### config.mk
export PLATFORM = sky130hd
export DESIGN_NAME = pauli_row_acc_bank
export DESIGN_NICKNAME = d
export VERILOG_FILES = /design/src/rtl/pauli_row_acc_bank.sv
export SDC_FILE = /design/constraint.sdc
export NUM_CORES = 1
export LEC_CHECK = 0
export BUFFER_PORTS_ARGS = -buffer_cell sky130_fd_sc_hd__buf_2
export CORE_MARGIN = 5
export CORE_UTILIZATION = 52
export CTS_BUF_LIST = sky130_fd_sc_hd__clkbuf_8
export DETAILED_ROUTE_END_ITERATION = 6
export GPL_ROUTABILITY_DRIVEN = 0
export PLACE_DENSITY = 0.79
export SLEW_MARGIN = 0
export SYNTH_ARGS = -nofsm -noshare
export SYNTH_HDL_FRONTEND = slang
export SYNTH_SLANG_ARGS = --single-unit
### constraint.sdc
create_clock -name clk -period 2.76 [get_ports clk]
set_input_delay 0.276 -clock clk [delete_from_list [all_inputs] [get_ports clk]]
set_output_delay 0.276 -clock clk [all_outputs]
set_load 0.02 [all_outputs]
### src/rtl/pauli_row_acc_bank.sv
// Bank of Pauli-row accumulators: clear, load, multiply and multi-step rotate.
// Optional per-accumulator anticommutation flag on MULT: define ANTICOMM_CHECK_EN.
module pauli_row_acc_bank #(
    parameter int NUM_QUBIT = 4,
    parameter int NUM_ACC   = 2,
    parameter int AMT_W     = 4
) (
    input  logic                           clk,
    input  logic                           rst_new,
    input  logic                           cmd_valid,
    output logic                           cmd_ready,
    input  logic [2:0]                     cmd_op,
    input  logic [NUM_ACC-1:0]             cmd_sel,
    input  logic [AMT_W-1:0]               cmd_amt,
    input  logic [1:0]                     src_literals [0:NUM_QUBIT-1],
    input  logic                           src_phase,
    input  logic [1:0]                     row_literals [0:NUM_QUBIT-1],
    input  logic                           row_phase,
    output logic [2*NUM_QUBIT*NUM_ACC-1:0] acc_literals,
    output logic [NUM_ACC-1:0]             acc_phase,
    output logic                           done,
    output logic [NUM_ACC-1:0]             mult_anticomm
);

    localparam logic [2:0] OP_CLEAR = 3'd0;
    localparam logic [2:0] OP_LOAD  = 3'd1;
    localparam logic [2:0] OP_MULT  = 3'd2;
    localparam logic [2:0] OP_ROTL  = 3'd3;
    localparam logic [2:0] OP_ROTR  = 3'd4;

    typedef enum logic [0:0] {IDLE, ROT} state_t;
    typedef logic [NUM_QUBIT-1:0][1:0] row_t;

    state_t                    state_q, state_d;
    logic [AMT_W-1:0]          cnt_q, cnt_d;
    logic [NUM_ACC-1:0]        sel_q, sel_d;
    logic                      dir_q, dir_d;
    row_t [NUM_ACC-1:0]        lit_q, lit_d;
    logic [NUM_ACC-1:0]        ph_q, ph_d;
    logic                      done_q, done_d;
    row_t                      src_p, row_p;
    logic [AMT_W-1:0]          eff;
    logic                      accept;

    // Phase contribution of one qubit product in powers of i, mod 4
    function automatic logic [1:0] g_fn(input logic [1:0] a, input logic [1:0] b);
        logic [1:0] g;
        g = 2'd0;
        unique case (a)
            2'b00: g = 2'd0;
            2'b11: g = {1'b0, b[0]} - {1'b0, b[1]};
            2'b10: g = b[0] ? (b[1] ? 2'd1 : 2'd3) : 2'd0;
            2'b01: g = b[1] ? (b[0] ? 2'd3 : 2'd1) : 2'd0;
            default: g = 2'd0;
        endcase
        return g;
    endfunction

    function automatic logic mult_phase(input row_t a, input logic pa,
                                        input row_t b, input logic pb);
        logic [1:0] s;
        s = {pa, 1'b0} + {pb, 1'b0};
        for (int i = 0; i < NUM_QUBIT; i++) begin
            s = s + g_fn(a[i], b[i]);
        end
        return s[1];
    endfunction

    always_comb begin
        src_p = '0;
        row_p = '0;
        for (int i = 0; i < NUM_QUBIT; i++) begin
            src_p[i] = src_literals[i];
            row_p[i] = row_literals[i];
        end
    end

    assign eff       = AMT_W'(32'(cmd_amt) % 32'(NUM_QUBIT));
    assign accept    = cmd_valid && (state_q == IDLE);
    assign cmd_ready = (state_q == IDLE);

    always_comb begin
        state_d = state_q;
        cnt_d   = cnt_q;
        sel_d   = sel_q;
        dir_d   = dir_q;
        lit_d   = lit_q;
        ph_d    = ph_q;
        done_d  = 1'b0;
        unique case (state_q)
            IDLE: begin
                if (accept) begin
                    done_d = 1'b1;
                    unique case (1'b1)
                        (cmd_op == OP_CLEAR): begin
                            for (int k = 0; k < NUM_ACC; k++) begin
                                if (cmd_sel[k]) begin
                                    lit_d[k] = '0;
                                    ph_d[k]  = 1'b0;
                                end
                            end
                        end
                        (cmd_op == OP_LOAD): begin
                            for (int k = 0; k < NUM_ACC; k++) begin
                                if (cmd_sel[k]) begin
                                    lit_d[k] = src_p;
                                    ph_d[k]  = src_phase;
                                end
                            end
                        end
                        (cmd_op == OP_MULT): begin
                            for (int k = 0; k < NUM_ACC; k++) begin
                                if (cmd_sel[k]) begin
                                    lit_d[k] = lit_q[k] ^ row_p;
                                    ph_d[k]  = mult_phase(lit_q[k], ph_q[k],
                                                          row_p, row_phase);
                                end
                            end
                        end
                        (cmd_op == OP_ROTL),
                        (cmd_op == OP_ROTR): begin
                            if (eff != '0) begin
                                state_d = ROT;
                                cnt_d   = eff;
                                sel_d   = cmd_sel;
                                dir_d   = (cmd_op == OP_ROTR);
                                done_d  = 1'b0;
                            end
                        end
                        default: ;
                    endcase
                end
            end
            ROT: begin
                // dir_q: 0 = left (new[i]=old[i+1]), 1 = right (new[i]=old[i-1])
                for (int k = 0; k < NUM_ACC; k++) begin
                    if (sel_q[k]) begin
                        for (int i = 0; i < NUM_QUBIT; i++) begin
                            lit_d[k][i] = dir_q
                                ? lit_q[k][(i + NUM_QUBIT - 1) % NUM_QUBIT]
                                : lit_q[k][(i + 1) % NUM_QUBIT];
                        end
                    end
                end
                cnt_d = cnt_q - 1'b1;
                if (cnt_q == AMT_W'(1)) begin
                    state_d = IDLE;
                    done_d  = 1'b1;
                end
            end
            default: state_d = IDLE;
        endcase
    end

    always_ff @(posedge clk or posedge rst_new) begin
        if (rst_new) begin
            state_q <= IDLE;
            cnt_q   <= '0;
            sel_q   <= '0;
            dir_q   <= 1'b0;
            lit_q   <= '0;
            ph_q    <= '0;
            done_q  <= 1'b0;
        end else begin
            state_q <= state_d;
            cnt_q   <= cnt_d;
            sel_q   <= sel_d;
            dir_q   <= dir_d;
            lit_q   <= lit_d;
            ph_q    <= ph_d;
            done_q  <= done_d;
        end
    end

    assign acc_literals = lit_q;
    assign acc_phase    = ph_q;
    assign done         = done_q;

`ifdef ANTICOMM_CHECK_EN
    logic [NUM_ACC-1:0] ac_q, ac_d;

    // Odd sum iff an odd number of qubit pairs are distinct non-identity literals
    function automatic logic mult_odd(input row_t a, input row_t b);
        logic o;
        o = 1'b0;
        for (int i = 0; i < NUM_QUBIT; i++) begin
            o = o ^ ((a[i] != 2'b00) && (b[i] != 2'b00) && (a[i] != b[i]));
        end
        return o;
    endfunction

    always_comb begin
        ac_d = ac_q;
        if (accept) begin
            ac_d = '0;
            if (cmd_op == OP_MULT) begin
                for (int k = 0; k < NUM_ACC; k++) begin
                    ac_d[k] = cmd_sel[k] && mult_odd(lit_q[k], row_p);
                end
            end
        end
    end

    always_ff @(posedge clk or posedge rst_new) begin
        if (rst_new) ac_q <= '0;
        else         ac_q <= ac_d;
    end

    assign mult_anticomm = ac_q;
`else
    assign mult_anticomm = '0;
`endif

endmodule

Word-level counts from Yosys, hierarchy flattened
Index checks and enable logic that the tools add are counted.
Storage, ports and cells
  register bits after elaboration: 27
  logic and storage cells: 195
  bits of input ports: 30
Operators by class
  equal/unequal tests: 47
  add/sub/neg operators: 15
  bitwise logic cells: 3
  reduce and logical (&&, ||, !) cells: 19
  multiplexer cells: 96
Operators with widths (count)
  $mux 2: 56
  $mux 8: 8
  $pmux 2 s4: 8
  $pmux 16 s3: 1
  $eq 2x2->1 const B: 16
  $pmux 16 s2: 1
  $reduce_and 6->1: 4
  $add 2x2->2: 10
  $ne 3x3->1 const B: 6
  $eq 2x1->1 const B: 8
  $logic_not 2->1: 8
  $mux 16: 1
  $xor 8x8->8: 2
  $mux 1: 14
  $mux 4: 3
  $ne 2x2->1 const B: 6
  $ne 2x1->1 const B: 5
  $pmux 4 s2: 1
  $sub 1x1->2: 4
  $eq 3x2->1 const B: 2
  $pmux 2 s3: 1
  $eq 4x1->1 const B: 1
  $ne 4x1->1 const B: 1
  $pmux 1 s2: 2
  11 further kinds: 11

Longest topological paths before layout
  word-level depth: 13
  depth in mapped cells: 11

Worst setup path after synthesis
No wires, ideal clock.
  path kind: register to register
  from: reg lit_q, in the netlist acc_literals[8]
  to: reg ph_q[1], in the netlist acc_phase[1]
  path slack: -0.170 ns
  period minus slack after synthesis: 2.930 ns
  stages on the path, launching flop included: 11
  library setup time: 0.082 ns
  arrival time: 2.848 ns
  cell sequence: dfrtp_1 > buf_6 > nor2b_1 > a22oi_1 > fa_1 > fa_1 > xor2_1 > xnor2_1 > xnor2_1 > xnor3_1 > a31oi_1
On the way
  longest elaborated chain between the ends: 12
  elaborated cells on any way between the ends: 15
  those cells by class: add/sub (4); eq/ne (3); mux (7); reduce/logical (1)
RTL lines
  start: declaration: RTL line 38  | row_t [NUM_ACC-1:0] lit_q, lit_d;
  start signal: assignment: RTL line 169  | lit_q <= lit_d;
  $eq 2x1->1 (tied with other cells): RTL line 49  | unique case (a)
  $pmux 2 s4 *: RTL line 49
  $mux 2 *: RTL line 113  | if (cmd_sel[k]) begin
  $mux 2 *: RTL line 94  | unique case (1'b1)
  $mux 2 *: RTL line 92  | if (accept) begin
  $mux 2 *: RTL line 90  | unique case (state_q)
  $add 2x2->2 * (4 in series): RTL line 64  | s = s + g_fn(a[i], b[i]);
  $mux 1 *: RTL line 113
  $pmux 2 s3 *: RTL line 94
  end signal: assignment: RTL line 170  | ph_q <= ph_d;
  end: declaration: RTL line 39  | logic [NUM_ACC-1:0] ph_q, ph_d;
Mark *: on every way between the ends. The rest lies on a longest branch, timed or not. The select of a mux whose other input is x is not followed.
A chain may end at the register's enable or synchronous reset.

Worst setup path in the final report
  from: reg lit_q, in the netlist acc_literals[12]
  to: reg ph_q[1], in the netlist acc_phase[1]
On the way
  longest elaborated chain between the ends: 10
  elaborated cells on any way between the ends: 13
  those cells by class: add/sub (2); eq/ne (3); mux (7); reduce/logical (1)
RTL lines (RTL line)
  $eq 2x1->1 (tied with other cells): 49
  $pmux 2 s4 *: 49
  $mux 2 *: 113
  $mux 2 *: 94
  $mux 2 *: 92
  $mux 2 *: 90
  $add 2x2->2 * (2 in series): 64
  $mux 1 *: 113
  $pmux 2 s3 *: 94
Marks and branches as above.

==> summary.txt <==
Status
  – Run status: finished clean

Power
  – Peak supply drop: 513.3 uV
  – Leakage Power: 1.422 nW
  – Switching Share: 0.4885
  – Cell-internal power: 1.619 mW
  – Net load switching power: 1.546 mW
  – Power per standard cell area: 1012 mW/mm2
  – Clk network pwr share: 0.075
  – Seq pwr share: 0.267
  – Overall power after layout: 3.165 mW
  – Combinational power share: 0.658

Logic synthesis
  – Gate count of the mapped netlist: 311
  – Largest area contributor in the netlist: dfrtp_1
  – Sequential fraction of the synthesis area: 0.2552
  – Most repeated cell in the gate-level netlist after synthesis: nand2_1
  – Dominant register cell in the synthesized netlist: dfrtp_1
  – Number of synthesized register bits: 27
  – Cell types with the largest area share after synthesis: dfrtp_1 (26%), mux2i_1 (9.8%), nand2_1 (7.8%)
  – Number of distinct standard cells referenced by the synthesized netlist: 44
  – Mapped cell area: 0.002648 mm2
  – Yosys warns: 0
  – Per-instance average area after synthesis: 8.513 um2
  – Synth top area share: 0.2552
  – Top post-synthesis cells by count: nand2_1 (55), dfrtp_1 (27), mux2i_1 (26), a21oi_1 (22), o21ai_0 (21)
  – Share of async-settable or async-resettable flops after synthesis: 1.000
  – Number of enable flip-flop cells after synthesis: 0

Worst setup path
  – Kind of start point of the critical path: register
  – Required time of the critical path: 2.97 ns
  – Crit end category: register
  – Worst reg-to-reg setup slack: 0.12 ns
  – Category of the critical setup timing path: reg2reg
  – Capture point of the critical path: acc_phase[1]$_DFFE_PP0P_
  – Terminus of the critical flop-to-flop path: acc_phase[1]$_DFFE_PP0P_
  – Worst r2r src: acc_literals[12]$_DFFE_PP0P_
  – CP startpoint: acc_literals[12]$_DFFE_PP0P_
  – Worst endpoint data arrival time: 2.85 ns
  – CP Max Fanout: 6
  – Cell count of the worst reg-to-reg path: 9

Worst hold path
  – Min-delay worst type: in2async

Route
  – Vias after detailed routing: 2521
  – Pre-antenna DRT Iters: 4
  – Routed met1 length: 2.743 mm
  – Routed wire length: 6.877 mm
  – Routed WL per cell: 15.77 um
  – Number of DRC violations after detailed-routing iteration 0: 230
  – Met3 layer wire length in the routed design: 462 um
  – Top routing layer in use: met4
  – Routed wire length on met2: 3.605 mm
  – Via density: 5.782
  – Count of nets left with antenna violations after detail routing: 0
  – DRC violations left: 0

STA
  – Crit path time final: 2.643 ns
  – Fmax achieved: 378.3 MHz
  – Transition time at the pin with the least slew margin: 0.8946 ns
  – Hold violation total from the final report: 0
  – Final worst path period share: 0.9578
  – Worst-case clock skew: 0.005191 ns
  – Count of pins over their slew limit: 0
  – Post-route setup TNS: 0 ns
  – Max transition margin: 0.4010
  – Finish-stage setup viols: 0

CTS
  – Deepest level of the CTS H-tree: 1
  – Clock insertion delay at the later pin of the skew report: 0.28 ns
  – Clock sinks: 27
  – Cts-stage hold buffer count: 0
  – Total setup buffers inserted after CTS: 0
  – Clk root buf: clkbuf_8
  – Maximum number of buffers from clock root to sink: 2
  – Clock-pin slew on the worst setup and hold paths: 0.10 ns
  – TritonCTS buffer count: 3
  – Clock tree from TritonCTS: built

Flow run
  – # Max-Cap Violations: 0

Global route
  – Number of global-route vias before repair: 2490
  – GRT Resource Usage Total: 0.2209
  – Total gr overflow: 0
  – Antenna violations before repair: 0
  – Largest net degree at the start of global routing: 28
  – Wire length of the first global-routing pass: 11.41 mm

Floorplan
  – FP Rows: 26
  – Starting density of the core: 0.5285
  – Floorplan Core Area: 0.005010 mm2
  – Overall die area: 0.006619 mm2
  – I/O pin cnt: 52
  – Die W: 81.36 um
  – Die height: 81.36 um

Finish
  – Fin nets: 415
  – Synth-to-Final Area Change: 18.19%
  – Proportion of layout cells with a drive suffix above 1: 0.2923
  – Post-route core utilization: 0.6246
  – Summed area of non-filler cells in the final layout: 0.003129 mm2
  – Total inserted antenna cells: 0

Placement
  – Post-detailed-placement half-perimeter wirelength: 5.226 mm
  – Buffers on Ports: 47
  – Placed inst area: 0.003038 mm2
==> cells in the final DEF (no fill, tap or decap), types with 3 or more instances in the layout <==
cell type,netlist,routed
a22oi_1,9,4
inv_1,11,11
buf_2,8,47
o21ai_0,21,21
dfrtp_1,27,23
xnor2_1,7,7
mux2_1,3,3
a32o_1,16,16
mux2i_1,26,26
xor2_1,3,3
clkbuf_8,0,3
nand3b_1,3,3
buf_4,4,26
nor2_1,19,18
dfrtp_2,0,4
a22oi_2,1,6
nand2_1,55,55
nand3_1,16,16
a21oi_1,22,20
ha_1,14,14
a21oi_4,3,3
==> how the worst min path moves through the flow <==
stage                       start                          end  cells after the start
after floorplan           rst_new  acc_literals[0]$_DFFE_PP0P_                      1
after global placement    rst_new         cnt_q[2]$_DFFE_PP0P_                      3
after detailed placement  rst_new         cnt_q[2]$_DFFE_PP0P_                      3
after CTS                 rst_new         cnt_q[2]$_DFFE_PP0P_                      3
after global routing      rst_new         cnt_q[2]$_DFFE_PP0P_                      3
final                     rst_new  acc_literals[6]$_DFFE_PP0P_                      3
==> critical path, cell delays in order, from the launching register on <==
cell	delay, ns
dfrtp_2	0.46
nor2b_2	0.18
a22oi_2	0.21
fa_1	0.46
fa_2	0.35
xor2_1	0.16
xnor2_1	0.19
xnor2_1	0.15
xnor3_1	0.24
a31oi_1	0.16
==> what timing repair did <==
| action | 4_1_cts | 5_1_grt |
|---|---|---|
| pin swaps | 0 | 14 |
| setup endpoints to repair | 2 | 2 |
| gates cloned | 0 | 0 |
| resized for setup | 4 | 8 |
==> power by group through the flow <==
stage               Sequential (mW)  Clock [mW]  Combinational, mW
CTS                           0.832       0.240               2.08
finish                        0.845       0.237               2.08
detailed placement            0.833           0               2.05
global route                  0.875       0.252               2.31
global placement              0.823           0               1.98
floorplan                     0.843           0               1.51
==> state kept, by name, indices dropped and copies added, names as in the netlist <==
register,cells
acc_literals,16
cnt_q,4
acc_phase,2
sel_q,2
dir_q,1
done,1
state_q,1
==> area by class of cell <==
class | instances | area [um2]
clock buffer | 3 | 41.29
clock inverter | 1 | 5.005
inverter | 12 | 45.04
tap | 70 | 87.58
sequential | 27 | 680.7
fill | 443 | 1881
multi-input combinational | 250 | 1839
timing repair buffer | 73 | 430.4
==> routing by layer <==
| layer | track usage | up-vias |
|---|---|---|
| met5 | 0 | - |
| met4 | 0.04561 | 0 |
| met3 | 0.03880 | 8 |
| met2 | 0.4072 | 86 |
| met1 | 0.2662 | 1225 |
| li1 | - | 1202 |
==> per-stage QoR <==
| stage | setup WS (ns) | hold slack (ns) | instances |
|---|---|---|---|
| after floorplan | -0.01658 | 0.3284 | 312 |
| after global placement | -0.1503 | 0.3649 | 432 |
| after detailed placement | -0.2142 | 0.3691 | 432 |
| after CTS | 0.02318 | 0.05816 | 436 |
| after global routing | -0.001140 | 0.08842 | 436 |
| final | 0.1166 | 0.04762 | 436 |
==> logic make-up after synthesis <==
kind of cell | synth area share
adders and majority gates | 0.09641
AOI/OAI and AO/OA | 0.2150
buffers and inverters | 0.06852
DFF | 0.2552
muxes | 0.1309
other | 0.001416
xor gates and xnor gates | 0.05010
and+or+nand+nor | 0.1824
Power figures use the tool's default switching activity.
